### src/rtl/gray_stream_decoder.sv
// Gray-counter link receiver: two-stage Gray-to-binary decode, +1 step checker,
// SEARCH/TRACK/LOCKED lock tracker, wrap flag and saturating step-error counter.
module gray_stream_decoder #(
    parameter int N          = 4,
    parameter int LOCK_COUNT = 2,
    parameter int ERR_CNT_W  = 8
) (
    input  logic                 clk,
    input  logic                 reset,
    input  logic [N-1:0]         gray_in,
    input  logic                 gray_valid,
    input  logic                 clear_err,
    output logic [N-1:0]         bin_out,
    output logic                 bin_valid,
    output logic                 step_err,
    output logic                 wrap,
    output logic                 locked,
    output logic [ERR_CNT_W-1:0] err_count
);

    typedef enum logic [1:0] {
        SEARCH = 2'd0,
        TRACK  = 2'd1,
        LOCKED = 2'd2
    } state_t;

    localparam int CNT_W = $clog2(LOCK_COUNT + 1);
    localparam logic [N-1:0] ONE_N = N'(1);

    // Valid-only stream: a sample is taken whenever gray_valid is high; there is no backpressure.
    logic [N-1:0]     s1_g;
    logic             s1_v;
    state_t           state_q, state_d;
    logic [CNT_W-1:0] cnt_q, cnt_d;
    logic [N-1:0]     ref_q, ref_d;
    logic [N-1:0]     b;
    logic [N-1:0]     ref_inc;
    logic             good, rpt;
    logic             err_d, wrap_d;

    // Binary bit i is the XOR of all Gray bits at or above i.
    always_comb begin
        b = '0;
        for (int i = 0; i < N; i++) begin
            b[i] = ^(s1_g >> i);
        end
    end

    always_comb begin
        ref_inc = ref_q + ONE_N;
        good    = (b == ref_inc);
        rpt     = (b == ref_q);
    end

    always_comb begin
        state_d = state_q;
        cnt_d   = cnt_q;
        ref_d   = ref_q;
        err_d   = 1'b0;
        wrap_d  = 1'b0;
        if (s1_v) begin
            ref_d = b;
            case (state_q)
                SEARCH: begin
                    state_d = TRACK;
                    cnt_d   = '0;
                end
                TRACK: begin
                    if (good) begin
                        wrap_d = (b == '0);
                        if (cnt_q == CNT_W'(LOCK_COUNT - 1)) begin
                            state_d = LOCKED;
                            cnt_d   = '0;
                        end else begin
                            cnt_d = cnt_q + CNT_W'(1);
                        end
                    end else if (!rpt) begin
                        err_d = 1'b1;
                        cnt_d = '0;
                    end
                end
                LOCKED: begin
                    if (good) begin
                        wrap_d = (b == '0);
                    end else if (!rpt) begin
                        err_d   = 1'b1;
                        cnt_d   = '0;
                        state_d = TRACK;
                    end
                end
                default: begin
                    state_d = SEARCH;
                    cnt_d   = '0;
                end
            endcase
        end
    end

    always_ff @(posedge clk) begin
        if (reset) begin
            s1_g      <= '0;
            s1_v      <= 1'b0;
            bin_out   <= '0;
            bin_valid <= 1'b0;
            step_err  <= 1'b0;
            wrap      <= 1'b0;
            locked    <= 1'b0;
            err_count <= '0;
            state_q   <= SEARCH;
            cnt_q     <= '0;
            ref_q     <= '0;
        end else begin
            s1_v <= gray_valid;
            if (gray_valid) begin
                s1_g <= gray_in;
            end
            bin_valid <= s1_v;
            if (s1_v) begin
                bin_out <= b;
            end
            step_err <= err_d;
            wrap     <= wrap_d;
            state_q  <= state_d;
            cnt_q    <= cnt_d;
            ref_q    <= ref_d;
            // Lags the state by one cycle so it changes after the deciding bin_valid.
            locked   <= (state_q == LOCKED);
            if (clear_err) begin
                err_count <= '0;
            end else if (err_d && (err_count != {ERR_CNT_W{1'b1}})) begin
                err_count <= err_count + ERR_CNT_W'(1);
            end
        end
    end

endmodule

### config.mk
export PLATFORM = sky130hd
export DESIGN_NAME = gray_stream_decoder
export DESIGN_NICKNAME = d
export VERILOG_FILES = /design/src/rtl/gray_stream_decoder.sv
export SDC_FILE = /design/constraint.sdc
export NUM_CORES = 1
export LEC_CHECK = 0
export BUFFER_PORTS_ARGS = -buffer_cell sky130_fd_sc_hd__clkbuf_2
export CORE_MARGIN = 8
export CORE_UTILIZATION = 54
export CTS_CLUSTER_SIZE = 8
export DETAILED_ROUTE_END_ITERATION = 8
export GPL_TIMING_DRIVEN = 0
export PLACE_DENSITY = 0.77
export SYNTH_ARGS = -nofsm -noshare
export SYNTH_HDL_FRONTEND = slang
export SYNTH_SLANG_ARGS = --single-unit
### constraint.sdc
create_clock -name clk -period 2.9 [get_ports clk]
set_clock_uncertainty 0.15 [all_clocks]
set_input_delay 0.29 -clock clk [delete_from_list [all_inputs] [get_ports clk]]
set_output_delay 0.29 -clock clk [all_outputs]
set_load 0.05 [all_outputs]
==> flow_summary.json <==
{
  "hold_ws_ns": 0.04142,
  "largest_net_degree_at_the_start_of_global_routing": 15,
  "fp-row-count": 18,
  "worst_path_dominant_cell_family": "XOR/XNOR gates",
  "synth_cell_types": 39,
  "drc_violations_left": 0,
  "numClockSinks": 25,
  "grt_setup_unrepaired": "no",
  "area_delta_synth_final_pct": 12.49,
  "number_of_buffers_added_for_setup_after_cts": 0,
  "ys_warn_count": 0,
  "area_of_the_core_mm2": 0.002432,
  "cts_tree": "yes",
  "hpwlAfterDp_um": 2220,
  "final.min_clock_period_ns": 2.623,
  "start_kind": "flop",
  "synthesis.area_per_instance_um2": 8.964,
  "ctsResizeCount": 0,
  "power.share.sequential": 0.517,
  "crit-reg2reg-capture": "state_q[0]",
  "all_layer_global_routing_usage": 0.1341,
  "worst-r2r-cell-count": 10,
  "syn_inst": 152,
  "slew_headroom": 0.6863,
  "switching_share": 0.3190,
  "ratio_of_cells_with_drive_above_1_in_the_final_layout": 0.2034,
  "gr-total-overflow": 0,
  "yosysSeqAreaShare": 0.3673,
  "timing_max_transition_violations_final": 0,
  "critical_path_peak_fanout": 10,
  "yosys-top-cells-area": "sky130_fd_sc_hd__dfxtp_1 37%, sky130_fd_sc_hd__nor2_1 6.6%, sky130_fd_sc_hd__ha_1 6.4%, sky130_fd_sc_hd__mux2i_1 5.9%, sky130_fd_sc_hd__xor2_1 5.8%",
  "clockPowerShare": 0.220,
  "synth_seq_cells": 25,
  "netlist.area_leader.share": 0.3673,
  "internal-power_uw": 479.9,
  "clk_pin_slew_worst_paths_ns": 0.15,
  "root_buffer": "sky130_fd_sc_hd__clkbuf_4",
  "grt_first_pass_wirelength_um": 4774,
  "cp_common_cell": "sky130_fd_sc_hd__buf_6",
  "fp.dieW_um": 66.23,
  "max_cap_check_violation_count": 0,
  "worstHoldEndpoint": "s1_g[3]",
  "die_footprint_mm2": 0.004386,
  "synth-main-ff-cell": "sky130_fd_sc_hd__dfxtp_1",
  "crit_path_max_incr_delay_ns": 0.35,
  "crit_slowest_cell": "sky130_fd_sc_hd__dfxtp_1",
  "route.final.wire_length_um": 2748,
  "report.final.hold_viol_count": 0,
  "nets_final": 193,
  "timing.critical_path.cells": "buf_6 -> inv_1 -> ha_1 -> xnor2_1 -> xor2_1 -> nand4b_2 -> buf_6 -> and3b_1 -> o21ai_0 -> o41ai_2",
  "synth.cells.most_frequent": "25 x sky130_fd_sc_hd__dfxtp_1, 24 x sky130_fd_sc_hd__nor2_1, 12 x sky130_fd_sc_hd__nand2_1, 9 x sky130_fd_sc_hd__xor2_1",
  "finalSetupViolCount": 0,
  "fmax_ghz": 0.3812,
  "critPathKind": "flop to flop",
  "insertion_delay_ns": 0.32,
  "num_cts_buffers": 3,
  "dr_total_vias": 1117,
  "vdd_drop_max_mv": 0.3135,
  "htree_num_levels": 1,
  "antenna_left": 0,
  "dpl.cell_count": 203,
  "holdCritPathClass": "input pin to flop",
  "synth-async-reset-ratio": 0,
  "syn-num-nets": 167,
  "top_ports": 24,
  "gp_congestion": 0.7920,
  "drtPass1Iterations": 4,
  "worstPathBufferInverterCount": 3,
  "rrSetupSlack_ns": 0.28,
  "timing.critical_path.to_type": "flop",
  "postLayoutCoreUtil": 0.6301,
  "max-clock-path-buffers": 2,
  "drtIter0Drc": 73,
  "timing.critical_path.arrival_ns": 2.69,
  "route.detailed.vias_per_inst": 5.396,
  "cp.required_ns": 2.97,
  "power.share.combinational": 0.263,
  "antenna-diode-count": 0,
  "p_leak_nw": 0.6485,
  "min-delay-start": "gray_in[3]",
  "fin_crit_sh": 0.9045,
  "initial_core_utilization": 0.5602,
  "final_cell_count_no_fill": 207,
  "mappedNetlistArea_mm2": 0.001363,
  "placement.io_buffers": 21,
  "synth_area_leader_cell": "sky130_fd_sc_hd__dfxtp_1",
  "initial_antenna_violation_count": 0,
  "die_height_um": 66.23,
  "p_sw_uw": 224.8,
  "yosysMostFrequentCell": "sky130_fd_sc_hd__dfxtp_1",
  "routed_wire_length_per_instance_um": 13.28,
  "whs_path_depth": 3,
  "number_of_synthesized_flops_with_an_enable_pin": 0,
  "run_status": "finished, final reports clean",
  "regToRegStartpoint": "s1_g[3]",
  "max_slew.worst_pin.slew_ns": 0.4706,
  "ctsHoldBuffers": 0,
  "fin_setup_tns_ns": 0,
  "power_per_cell_area_mw_per_mm2": 459.8,
  "first_global_vias": 1144
}
registers in the layout, indices dropped and copies added, names as in the netlist:
signal and flops:
state_q 2, ref_q 4, s1_v 1, s1_g 4, wrap 1, err_count 8
locked 1, bin_valid 1, step_err 1, cnt_q 2
worst max path at each step:
stage	start	endpoint	depth (start not counted)
global route	s1_g[3]	state_q[0]	10
detailed placement	s1_g[3]	state_q[0]	10
global placement	s1_g[3]	state_q[0]	10
finish	s1_g[3]	state_q[0]	10
floorplan	s1_g[3]	state_q[0]	10
CTS	s1_g[3]	state_q[0]	10
cell type report:
type	instances	area, um2
sequential	25	500.5
timing repair buffer	21	105.1
multi-input combinational	111	785.8
inverter	8	30.03
clock buffer	3	22.52
buffer	8	46.29
clock inverter	1	5.005
fill	225	899.6
tap	30	37.54
cell usage in the layout, fill, tap and decap left out, types with 2 or more instances in the layout:
master                     count
sky130_fd_sc_hd__a21oi_1       6
sky130_fd_sc_hd__buf_1         2
sky130_fd_sc_hd__buf_6         2
sky130_fd_sc_hd__clkbuf_1      3
sky130_fd_sc_hd__clkbuf_2     21
sky130_fd_sc_hd__clkbuf_4      3
sky130_fd_sc_hd__dfxtp_1      25
sky130_fd_sc_hd__ha_1          7
sky130_fd_sc_hd__inv_1         8
sky130_fd_sc_hd__mux2i_1       8
sky130_fd_sc_hd__nand2_1      12
sky130_fd_sc_hd__nand3_1       4
sky130_fd_sc_hd__nand4_1       2
sky130_fd_sc_hd__nor2_1       24
sky130_fd_sc_hd__nor3_1        3
sky130_fd_sc_hd__o21ai_0       6
sky130_fd_sc_hd__o22ai_1       2
sky130_fd_sc_hd__or3_1         3
sky130_fd_sc_hd__or4_1         2
sky130_fd_sc_hd__xnor2_1       4
sky130_fd_sc_hd__xor2_1        9
power by group through the flow:
stage	clock network [mW]	registers [mW]	logic, mW
floorplan	0	0.385	0.140
global placement	0	0.371	0.181
detailed placement	0	0.372	0.186
CTS	0.159	0.364	0.187
global route	0.178	0.366	0.202
finish	0.155	0.364	0.185
kinds of logic after synthesis:
| kind of cell | after synthesis | synth area share |
|---|---|---|
| AOI/OAI and AO/OA | 22 | 0.1102 |
| adders and majority gates | 7 | 0.06428 |
| buffers and inverters | 16 | 0.05601 |
| muxes | 8 | 0.05877 |
| and+or+nand+nor | 59 | 0.2305 |
| DFF | 25 | 0.3673 |
| xor gates and xnor gates | 15 | 0.1129 |
metrics by stage:
step	cell area (um2)	power (mW)	setup slack, ns
6_report	1533	0.7047	0.2770
5_1_grt	1533	0.7460	0.09423
4_1_cts	1533	0.7103	0.2566
3_5_place_dp	1505	0.5579	0.2419
3_3_place_gp	1505	0.5520	0.3474
2_1_floorplan	1363	0.5247	0.4604
per-layer routing:
metal / vias to the layer above / GRT usage / wire length [um]
li1: 570 / - / -
met1: 517 / 0.1501 / 1215
met2: 24 / 0.2388 / 1328
met3: 6 / 0.03220 / 153
met4: 0 / 0.04800 / 51
met5: - / 0 / 0
worst min-delay path: stages:
cell                       delay, ns
sky130_fd_sc_hd__clkbuf_2       0.07
sky130_fd_sc_hd__mux2i_1        0.05
sky130_fd_sc_hd__nor2_1         0.07
Power figures use the tool's default switching activity.
